===== config.mk =====
export PLATFORM = sky130hd
export DESIGN_NAME = rr_arbiter4_flat
export DESIGN_NICKNAME = d
export VERILOG_FILES = /design/src/rtl/rr_arbiter4_if.sv /design/src/rtl/rr_arbiter4.sv /design/src/flat_wrapper.sv
export SDC_FILE = /design/constraint.sdc
export NUM_CORES = 1
export LEC_CHECK = 0
export ABC_AREA = 1
export ABC_CLOCK_PERIOD_IN_PS = 1900
export CAP_MARGIN = 25
export CORE_AREA = 2 2 50 43
export CTS_CLUSTER_SIZE = 20
export DETAILED_ROUTE_END_ITERATION = 8
export DIE_AREA = 0 0 52 45
export GPL_ROUTABILITY_DRIVEN = 0
export PLACE_DENSITY_LB_ADDON = 0.25
export RECOVER_POWER = 50
export SLEW_MARGIN = 10
export SYNTH_ARGS = -nofsm -noshare
export SYNTH_HDL_FRONTEND = slang
export SYNTH_SLANG_ARGS = --single-unit

===== constraint.sdc =====
create_clock -name clk -period 1.9 [get_ports clk]
set_input_delay 0.38 -clock clk [delete_from_list [all_inputs] [get_ports clk]]
set_output_delay 0.38 -clock clk [all_outputs]
set_load 0.005 [all_outputs]

===== src/rtl/rr_arbiter4_if.sv =====
// Request/grant bundle between the requesters (master) and rr_arbiter4 (slave).
interface rr_arbiter4_if;
  logic       E;
  logic [3:0] req;
  logic [3:0] gnt;
  logic [1:0] gnt_idx;
  logic       gnt_valid;
  logic       timeout;

  modport master (output E, req, input gnt, gnt_idx, gnt_valid, timeout);
  modport slave  (input E, req, output gnt, gnt_idx, gnt_valid, timeout);
endinterface


===== src/rtl/rr_arbiter4.sv =====
// Four-requester round-robin arbiter with registered grants and a one-cycle bubble
// between owners. Define ARB_TIMEOUT_EN to force-release grants held MAX_HOLD cycles.
module rr_arbiter4 #(
  parameter int unsigned MAX_HOLD = 8
) (
  input  logic          clk,
  input  logic          rst_n,
  rr_arbiter4_if.slave  bus
);

  if (MAX_HOLD < 1 || MAX_HOLD > 255) begin : g_bad_hold
    $error("rr_arbiter4: MAX_HOLD must be within 1..255");
  end

  typedef enum logic {IDLE, GRANT} state_t;

  state_t     state_q, state_d;
  logic [1:0] ptr_q, ptr_d;
  logic [1:0] idx_q, idx_d;
  logic [3:0] gnt_q, gnt_d;
  logic       hit;
  logic [1:0] win;
  logic [1:0] cand;
  logic       rel;
`ifdef ARB_TIMEOUT_EN
  logic [7:0] cnt_q, cnt_d;
  logic       timeout_q, timeout_d;
`endif

  // Rotating priority scan starting at ptr_q.
  always_comb begin
    hit  = 1'b0;
    win  = ptr_q;
    cand = ptr_q;
    for (int unsigned k = 0; k < 4; k++) begin
      cand = ptr_q + 2'(k);
      if (!hit && bus.req[cand]) begin
        hit = 1'b1;
        win = cand;
      end
    end
  end

  always_comb begin
    state_d = state_q;
    ptr_d   = ptr_q;
    idx_d   = idx_q;
    gnt_d   = '0;
    rel     = 1'b0;
`ifdef ARB_TIMEOUT_EN
    cnt_d     = cnt_q;
    timeout_d = 1'b0;
`endif
    case (state_q)
      IDLE: begin
        if (bus.E && hit) begin
          state_d = GRANT;
          idx_d   = win;
          gnt_d   = 4'b0001 << win;
`ifdef ARB_TIMEOUT_EN
          cnt_d   = '0;
`endif
        end
      end
      GRANT: begin
        rel = !(bus.E && bus.req[idx_q]);
`ifdef ARB_TIMEOUT_EN
        // cnt_q counts completed grant cycles; the last allowed one ends at MAX_HOLD-1.
        if (!rel) begin
          if (cnt_q == 8'(MAX_HOLD - 1)) begin
            rel       = 1'b1;
            timeout_d = 1'b1;
          end else begin
            cnt_d = cnt_q + 8'd1;
          end
        end
`endif
        if (rel) begin
          state_d = IDLE;
          ptr_d   = idx_q + 2'd1;
        end else begin
          gnt_d = gnt_q;
        end
      end
      default: state_d = IDLE;
    endcase
  end

  always_ff @(posedge clk or negedge rst_n) begin
    if (!rst_n) begin
      state_q   <= IDLE;
      ptr_q     <= '0;
      idx_q     <= '0;
      gnt_q     <= '0;
`ifdef ARB_TIMEOUT_EN
      cnt_q     <= '0;
      timeout_q <= 1'b0;
`endif
    end else begin
      state_q   <= state_d;
      ptr_q     <= ptr_d;
      idx_q     <= idx_d;
      gnt_q     <= gnt_d;
`ifdef ARB_TIMEOUT_EN
      cnt_q     <= cnt_d;
      timeout_q <= timeout_d;
`endif
    end
  end

  assign bus.gnt       = gnt_q;
  assign bus.gnt_idx   = idx_q;
  assign bus.gnt_valid = (state_q == GRANT);
`ifdef ARB_TIMEOUT_EN
  assign bus.timeout   = timeout_q;
`else
  assign bus.timeout   = 1'b0;
`endif

endmodule


===== src/flat_wrapper.sv =====
// flat-port wrapper written by rule: the top's interface ports become plain ports
module rr_arbiter4_flat 
#(
  parameter int unsigned MAX_HOLD = 8
)
  (clk, rst_n, bus_E, bus_req, bus_gnt, bus_gnt_idx, bus_gnt_valid, bus_timeout);
  rr_arbiter4_if bus_i ();
  input  logic clk;
  input  logic rst_n;
  input wire logic [$bits(bus_i.E)-1:0] bus_E;
  input wire logic [$bits(bus_i.req)-1:0] bus_req;
  output wire logic [$bits(bus_i.gnt)-1:0] bus_gnt;
  output wire logic [$bits(bus_i.gnt_idx)-1:0] bus_gnt_idx;
  output wire logic [$bits(bus_i.gnt_valid)-1:0] bus_gnt_valid;
  output wire logic [$bits(bus_i.timeout)-1:0] bus_timeout;
  assign bus_i.E = bus_E;
  assign bus_i.req = bus_req;
  assign bus_gnt = bus_i.gnt;
  assign bus_gnt_idx = bus_i.gnt_idx;
  assign bus_gnt_valid = bus_i.gnt_valid;
  assign bus_timeout = bus_i.timeout;
  rr_arbiter4 #(.MAX_HOLD(MAX_HOLD)) u_core (.clk(clk), .rst_n(rst_n), .bus(bus_i));
endmodule

## Yosys cells after proc, flatten, opt, wreduce, memory -nomap -nowiden

Index checks and enable logic that the tools add are counted.

- Memories kept: 0
- Memory bits (writable): 0
- Input bits: 7
- ROM bits: 0
- Logic and storage cells: 50
- Bits in registers: 9
- Output and inout port bits: 8
- Latch bits: 0

- $lt $le $gt $ge: 5
- Add/subtract/negate cells: 4
- Equality and inequality tests: 1
- Mux-type cells: 23
- Divide/modulo/power cells: 0
- Reductions and logical operators: 10
- Multipliers: 0
- Bitwise logic cells: 2
- Shifts and indexed selects: 1

Operator list:

| operator | number |
|---|---|
| $lt 2x3->1 const B | 5 |
| $mux 1 | 11 |
| $bmux 1 s2 | 5 |
| $mux 4 | 2 |
| $pmux 4 s2 | 1 |
| $mux 2 | 3 |
| $logic_and 1x1->1 | 5 |
| $add 2x1->2 const B | 2 |
| $add 2x2->2 const B | 2 |
| $reduce_and 2->1 | 2 |
| $shl 1x2->4 const A | 1 |
| $logic_not 1->1 | 3 |
| $ne 2x2->1 const B | 1 |
| $not 1->1 | 2 |
| $pmux 1 s2 | 1 |

## Depth between registers and ports, before layout

Gate-level depths: netlist of the first run.

- Word-level depth: 15
- Depth in mapped cells: 14

## Least setup slack after synthesis of the first run

No wires, ideal clock.

- Kind: flip-flop to flip-flop
- Start point: register u_core.ptr_q[1]
- End point: register u_core.gnt_q[0] (netlist: u_core.bus.gnt[0])
- Clock period less this slack: 1.469 ns
- Cell stages (with the launch flop): 14
- Setup slack: 0.431 ns
- Data arrival time: 1.353 ns
- Buffers on the path: 1
- Setup time: 0.116 ns
- Cell sequence: dfrtp_1 -> buf_6 -> inv_2 -> nand2_1 -> nand2_1 -> nand2_1 -> nand2_2 -> nand3_2 -> inv_2 -> nand2_1 -> nand3_1 -> nand2_1 -> nand2_1 -> nand2_1

- Cells in the longest elaborated chain, start to end: 15
- Elaborated cells on any way between the ends: 28
- Those cells by class: add/sub: 3; shift: 1; mux: 17; reduce/logical: 7

Ends and longest elaborated chain:

| what | RTL line | text |
|---|---|---|
| from (decl) | rr_arbiter4.sv:18 | `logic [1:0] ptr_q, ptr_d;` |
| from (signal assigned) | rr_arbiter4.sv:101 | `ptr_q <= ptr_d;` |
| branches (longest 13 deep; another with $add 2x1->2) | -- |  |
| $mux 4 (*) | rr_arbiter4.sv:56 | `if (bus.E && hit) begin` |
| $pmux 4 s2 (*) | rr_arbiter4.sv:54 | `case (state_q)` |
| to (signal assigned) | rr_arbiter4.sv:103 | `gnt_q <= gnt_d;` |
| to (decl) | rr_arbiter4.sv:20 | `logic [3:0] gnt_q, gnt_d;` |

Every way passes the cells marked *. The select of a mux whose other input is x is not followed.
A chain may end at the register's enable or synchronous reset.

## Final worst setup path of the first run

- Start point: register u_core.ptr_q[0]
- End point: register u_core.gnt_q[1] (netlist: u_core.bus.gnt[1])

Same word-level chain as after synthesis.

==> flow_summary.yaml, run 1 <==
synthesis:
  ys_ff_latch: 9
  seq_area_frac_synth_pct: 25.8
  synth.top_cells.by_count: "nand2_1, nand3_1, dfrtp_1"
  synth_most_common_cell: "nand2_1"
  yosysWarnings: 0
  yosys.area.top_type_share_pct: 27.5
  synth-edff-count: 0
  synth.net_count: 142
  async_reset_ff_share_pct: 100
  synth_area_um2: 875
  synth.distinct_cells: 23
  ys_top_cells_by_area: "nand2_1, dfrtp_1, nand3_1"
  synthFlopType: "dfrtp_1"
  syn_avg_cell_area_um2: 6.48
  synthCells: 135
  synth_top_cell_by_area: "nand2_1"
setup_path:
  critPathArrivalTime_ns: 1.86
  endpoint_kind: "register"
  r2r-end: "u_core.bus.gnt[1]$_DFFE_PN0P_"
  worstPathRequired_ns: 2.06
  startpoint_type: "register"
  r2r_setup_slack_ns: 0.20
  crit_type: "reg2reg"
  cp_max_fo: 13
  reg2reg_from: "u_core.ptr_q[0]$_DFFE_PN0P_"
  reg2reg_depth: 12
hold_path:
  worstHoldStart: "u_core.bus.gnt[2]$_DFFE_PN0P_"
  hold_depth: 2
  hold_path_end: "u_core.bus.gnt[2]$_DFFE_PN0P_"
  hold_path.class: "reg2reg"
clock_tree:
  cts_tree: "done"
  clock_sinks: 9
  postCtsSetupBuffers: 0
  clock_path_buffers: 2
  clkLatencyLatePin_ns: 0.27
  cts-buffers-inserted: 3
  path_clk_slew_ns: 0.07
  h-tree-depth: 1
  root_buffer: "clkbuf_4"
power:
  p_sw_share_pct: 55.1
  leakagePower_nw: 0.546
  pwr-share-comb_pct: 71.3
  sequentialPowerShare_pct: 20.5
  power.density_mw_per_mm2: 1790
  switchingPower_mw: 1.02
  p_int_uw: 831
  power.share.clock_pct: 8.2
  ir_worst_vdd_mv: 1.04
  p_total_mw: 1.85
cells_and_area:
  area_delta_synth_final_pct: 18.3
  final_cell_area_mm2: 0.00103
  multi_input_area_um2: 574
  nFillCells: 184
  seq_area_um2: 226
  nets: 157
  diodes: 0
  drive_gt1_share_pct: 18.1
floorplanning:
  core_mm2: 0.00180
  fp.dieArea_mm2: 0.00234
  die_y_um: 45
  die_w_um: 52
  start_util_pct: 48.5
  io_pins: 15
  floorplan.rows: 14
global_routing:
  grt_pass1_vias: 874
  grt_max_degree: 15
  overflow: 0
  antenna_found_initial: 0
  grt_usage_pct: 20.9
  grt_pass1_wl_mm: 3.68
timing:
  hold_viol: 0
  fin_ws_ns: 0.201
  fmax_mhz: 588
  fin_crit_sh_pct: 89.4
  rsz0062_at_grt: "false"
  slew_violations: 0
  fin_skew_ns: 0.00720
  setup_viol: 0
  holdWs_ns: 0.477
  fin_crit_ns: 1.70
place:
  io_buffers: 13
  place_area_mm2: 0.00100
  pre_cts_slack_ns: -0.0383
  dp_hpwl_mm: 1.60
outcome:
  status: "complete, no violations"
routing:
  routed_wl_mm: 2.10
  drtIter0Drc: 28
  vias: 896
  drc: 0
  via_per_inst: 5.18
  drtAntennaViolNets: 0
  firstDrtPassIters: 4
  wl_per_cell_um: 12.1
run:
  drv_cap: 0
==> through the flow <==
stage                     utilization, %  std cells  TNS (ns)
after CTS                           57.1        173         0
final                               57.4        173         0
after floorplan                        -        135         0
after global routing                57.4        173         0
after detailed placement            55.7        169   -0.0906
after global placement              55.7        169  -0.00326
==> how the worst max path moves through the flow <==
stage                                      startpoint                             to  slack, ns  cells past startpoint
after floorplan           u_core.ptr_q[1]$_DFFE_PN0P_  u_core.bus.gnt[0]$_DFFE_PN0P_       0.43                     13
after global placement                     bus_req[2]  u_core.bus.gnt[1]$_DFFE_PN0P_     -0.003                     13
after detailed placement                   bus_req[2]  u_core.bus.gnt[1]$_DFFE_PN0P_      -0.04                     13
after CTS                 u_core.ptr_q[1]$_DFFE_PN0P_  u_core.bus.gnt[1]$_DFFE_PN0P_       0.11                     12
after global routing      u_core.ptr_q[0]$_DFFE_PN0P_  u_core.bus.gnt[1]$_DFFE_PN0P_       0.03                     12
final                     u_core.ptr_q[0]$_DFFE_PN0P_  u_core.bus.gnt[1]$_DFFE_PN0P_       0.20                     12
==> state kept, by name, indices dropped and copies added (netlist names) <==
name / cells
u_core.bus.gnt_idx: 2
u_core.ptr_q: 2
u_core.bus.gnt_valid: 1
u_core.bus.gnt: 4
==> cell type report <==
type | instances | share of cell area [%]
Multi-Input combinational cell | 112 | 55.5
Sequential cell | 9 | 21.9
Clock buffer | 4 | 2.54
Tap cell | 24 | 2.90
Timing Repair Buffer | 14 | 13.3
Inverter | 10 | 3.87
==> layer usage <==
layer  GRT usage (%)  vias up  part of all wire [%]
li1                -      458                     -
met1            28.1      417                    48
met2            34.9       17                    47
met3            2.98        4                   3.8
met4            6.84        0                   1.1
met5               0        -                     0
==> cell families (layout without fill, tap and decap cells) <==
group                  count (synthesis)  after routing  synth area share [%]
flip-flops                             9              9                  25.8
AO/OA/AOI/OAI                          9              9                  5.44
XOR/XNOR                               1              1                  1.00
buffers and inverters                 14             28                  8.58
other                                  1              1                 0.429
AND/OR/NAND/NOR                      101            101                  58.8
==> worst max-delay path, stage by stage (launching register included) <==
cell	delay, ns
dfrtp_1	0.39
inv_2	0.22
nand2_1	0.08
nand2_1	0.18
nand2_1	0.10
nand2_2	0.12
nand3_2	0.10
inv_2	0.07
nand2_1	0.05
nand3_1	0.10
nand2_1	0.07
nand2_1	0.07
nand2_1	0.05
==> cell usage in the layout (no fill, tap or decap) <==
cell,n
nor2_4,1
nand2_4,3
nand3_4,1
clkbuf_1,1
inv_1,7
nand3_1,14
inv_4,1
o21a_1,1
buf_4,1
nor2_1,1
nand4_4,1
nand4_1,2
dfrtp_1,8
xnor2_1,1
dfrtp_2,1
nand2_1,64
o21ai_0,5
nor2_2,2
a21oi_1,2
nand3b_1,1
nand2_2,7
clkdlybuf4s50_1,9
clkbuf_4,3
o21ai_1,1
conb_1,1
nand3_2,4
dlygate4sd3_1,4
inv_2,2
==> what timing repair did <==
action                                  4_1_cts  5_1_grt
hold buffers                                  0        0
gates resized for setup                       0        2
endpoints found under the setup margin        0        5
==> power groups by stage <==
stage,combinational (mW),sequential (mW),clock (mW)
6_report,1.32,0.380,0.152
5_1_grt,1.49,0.396,0.160
4_1_cts,1.32,0.375,0.154
3_5_place_dp,1.31,0.376,0
3_3_place_gp,1.28,0.371,0
2_1_floorplan,1.05,0.348,0
No activity file was read; power rests on OpenSTA's default activity.
==> run 2, diff against run 1 <==
--- a/config.mk
+++ b/config.mk
@@ -15,6 +15,7 @@
 export GPL_ROUTABILITY_DRIVEN = 0
 export PLACE_DENSITY_LB_ADDON = 0.25
 export RECOVER_POWER = 50
+export SKIP_LAST_GASP = 1
 export SLEW_MARGIN = 10
 export SYNTH_ARGS = -nofsm -noshare
 export SYNTH_HDL_FRONTEND = slang
==> results of run 2 <==
No change in the layout: final DEF, timing and power equal those of run 1.
==> run 3, diff against run 2 <==
--- a/config.mk
+++ b/config.mk
@@ -8,10 +8,11 @@
 export ABC_AREA = 1
 export ABC_CLOCK_PERIOD_IN_PS = 1900
 export CAP_MARGIN = 25
-export CORE_AREA = 2 2 50 43
+export CORE_AREA = 5 5 47 49
+export CTS_BUF_LIST = sky130_fd_sc_hd__clkbuf_4 sky130_fd_sc_hd__clkbuf_8
 export CTS_CLUSTER_SIZE = 20
 export DETAILED_ROUTE_END_ITERATION = 8
-export DIE_AREA = 0 0 52 45
+export DIE_AREA = 0 0 52 54
 export GPL_ROUTABILITY_DRIVEN = 0
 export PLACE_DENSITY_LB_ADDON = 0.25
 export RECOVER_POWER = 50
==> flow_summary.yaml, run 3 (synthesized netlist as in run 1, its figures left out) <==
outcome:
  status: "complete, no violations"
power:
  p_sw_share_pct: 53.4
  p_total_mw: 1.89
  switchingPower_mw: 1.01
  pwr-share-comb_pct: 72.3
  sequentialPowerShare_pct: 19.3
  leakagePower_nw: 0.565
  p_int_uw: 879
  ir_worst_vdd_mv: 0.950
  power.density_mw_per_mm2: 1780
  power.share.clock_pct: 8.4
floorplanning:
  start_util_pct: 48.0
  fp.dieArea_mm2: 0.00281
  die_y_um: 54
  die_w_um: 52
  floorplan.rows: 16
  io_pins: 15
  core_mm2: 0.00182
cells_and_area:
  nFillCells: 169
  multi_input_area_um2: 574
  layout_common_cells: "nand2_1, nand3_1, clkdlybuf4s50_1, dfrtp_1"
  largest_register_ffs: 4
  diodes: 0
  final_cell_area_mm2: 0.00106
  seq_area_um2: 225
  drive_gt1_share_pct: 19.7
  nets: 160
  mostFrequentLayoutCell: "nand2_1"
  utilization_pct: 58.2
  area_delta_synth_final_pct: 21.3
routing:
  routed_wl_mm: 2.02
  firstDrtPassIters: 4
  drtIter0Drc: 22
  vias: 887
  drc: 0
  via_per_inst: 4.96
  drtAntennaViolNets: 0
  wl_per_cell_um: 11.3
timing:
  fmax_mhz: 592
  rsz0062_at_grt: "false"
  slew_violations: 0
  fin_crit_sh_pct: 89.0
  fin_skew_ns: 0.00346
  setup-tns-final_ns: 0
  setup_viol: 0
  fin_crit_ns: 1.69
  hold_viol: 0
global_routing:
  antenna_found_initial: 0
  overflow: 0
  grt_max_degree: 12
  grt_usage_pct: 16.5
  grt_pass1_wl_mm: 3.42
  grt_pass1_vias: 821
setup_path:
  cp_top_family: "buffers and inverters"
  crit_slowest_cell: "clkdlybuf4s50_1"
  max_stage_delay_ns: 0.56
  critPathArrivalTime_ns: 1.31
  startpoint_type: "register"
  endpoint_kind: "output pin"
  cp_max_fo: 8
  worstPathRequired_ns: 1.52
  cp_cell_sequence: "clkdlybuf4s50_1"
  crit_type: "reg2out"
  critPathBufInv: 1
run:
  drv_cap: 0
clock_tree:
  root_buffer: "clkbuf_4"
  clock_path_buffers: 2
  h-tree-depth: 1
  path_clk_slew_ns: 0.06
  clkLatencyLatePin_ns: 0.25
  postCtsSetupBuffers: 0
  cts_resized: 0
  clock_sinks: 9
  cts_hold_buf: 0
  cts_tree: "done"
  cts-buffers-inserted: 3
place:
  dp_hpwl_mm: 1.64
  place_area_mm2: 0.00103
  io_buffers: 13
hold_path:
  hold_path.class: "in2async"
-- run 3: cell types whose count changed in the layout (fill, tap and decap cells not counted), sizes merged --
cell	before	now
buf	1	4
-- run 3: power by group through the flow --
stage	Clock, mW	Combinational (mW)	Sequential [mW]
2_1_floorplan	0	1.05	0.348
3_3_place_gp	0	1.34	0.363
3_5_place_dp	0	1.36	0.367
4_1_cts	0.166	1.37	0.364
5_1_grt	0.173	1.53	0.375
6_report	0.159	1.36	0.364
-- run 3: cell type report --
class / count / share of cell area (%)
timing repair buffer: 17 / 15.1
sequential: 9 / 21.2
multi-input combinational: 112 / 54.1
inverter: 10 / 3.54
tap: 27 / 3.18
clock buffer: 4 / 2.83
-- run 3: through the flow --
step | std cells | setup WS (ns) | hold slack [ns]
final | 179 | 0.209 | 0.477
after global routing | 179 | 0.0366 | 0.499
after CTS | 179 | 0.202 | 0.419
after detailed placement | 175 | -0.00191 | 0.471
after global placement | 175 | 0.0188 | 0.467
after floorplan | 135 | 0.431 | 0.0844
-- run 3: routing by layer --
metal,up-vias,share of wire (%),GRT usage [%]
li1,466,-,-
met1,387,48,20.3
met5,-,0,0
met2,28,46,27.6
met3,6,4.3,2.77
met4,0,1.7,8.73
-- run 3: path summary, 6_finish.rpt --
kind	startpoint	to	slack, ns	cells after the start
max	u_core.bus.gnt_idx[0]$_DFFE_PN0P_	bus_gnt_idx[0]	0.21	1
min	rst_n	u_core.bus.gnt_idx[1]$_DFFE_PN0P_	0.48	1
max reg2reg	u_core.ptr_q[1]$_DFFE_PN0P_	u_core.bus.gnt[0]$_DFFE_PN0P_	0.23	12
min reg2reg	u_core.bus.gnt[2]$_DFFE_PN0P_	u_core.bus.gnt[2]$_DFFE_PN0P_	0.48	2
max in group asynchronous	rst_n	u_core.bus.gnt[1]$_DFFE_PN0P_	1.13	1
min in group clk	u_core.bus.gnt[2]$_DFFE_PN0P_	u_core.bus.gnt[2]$_DFFE_PN0P_	0.48	2
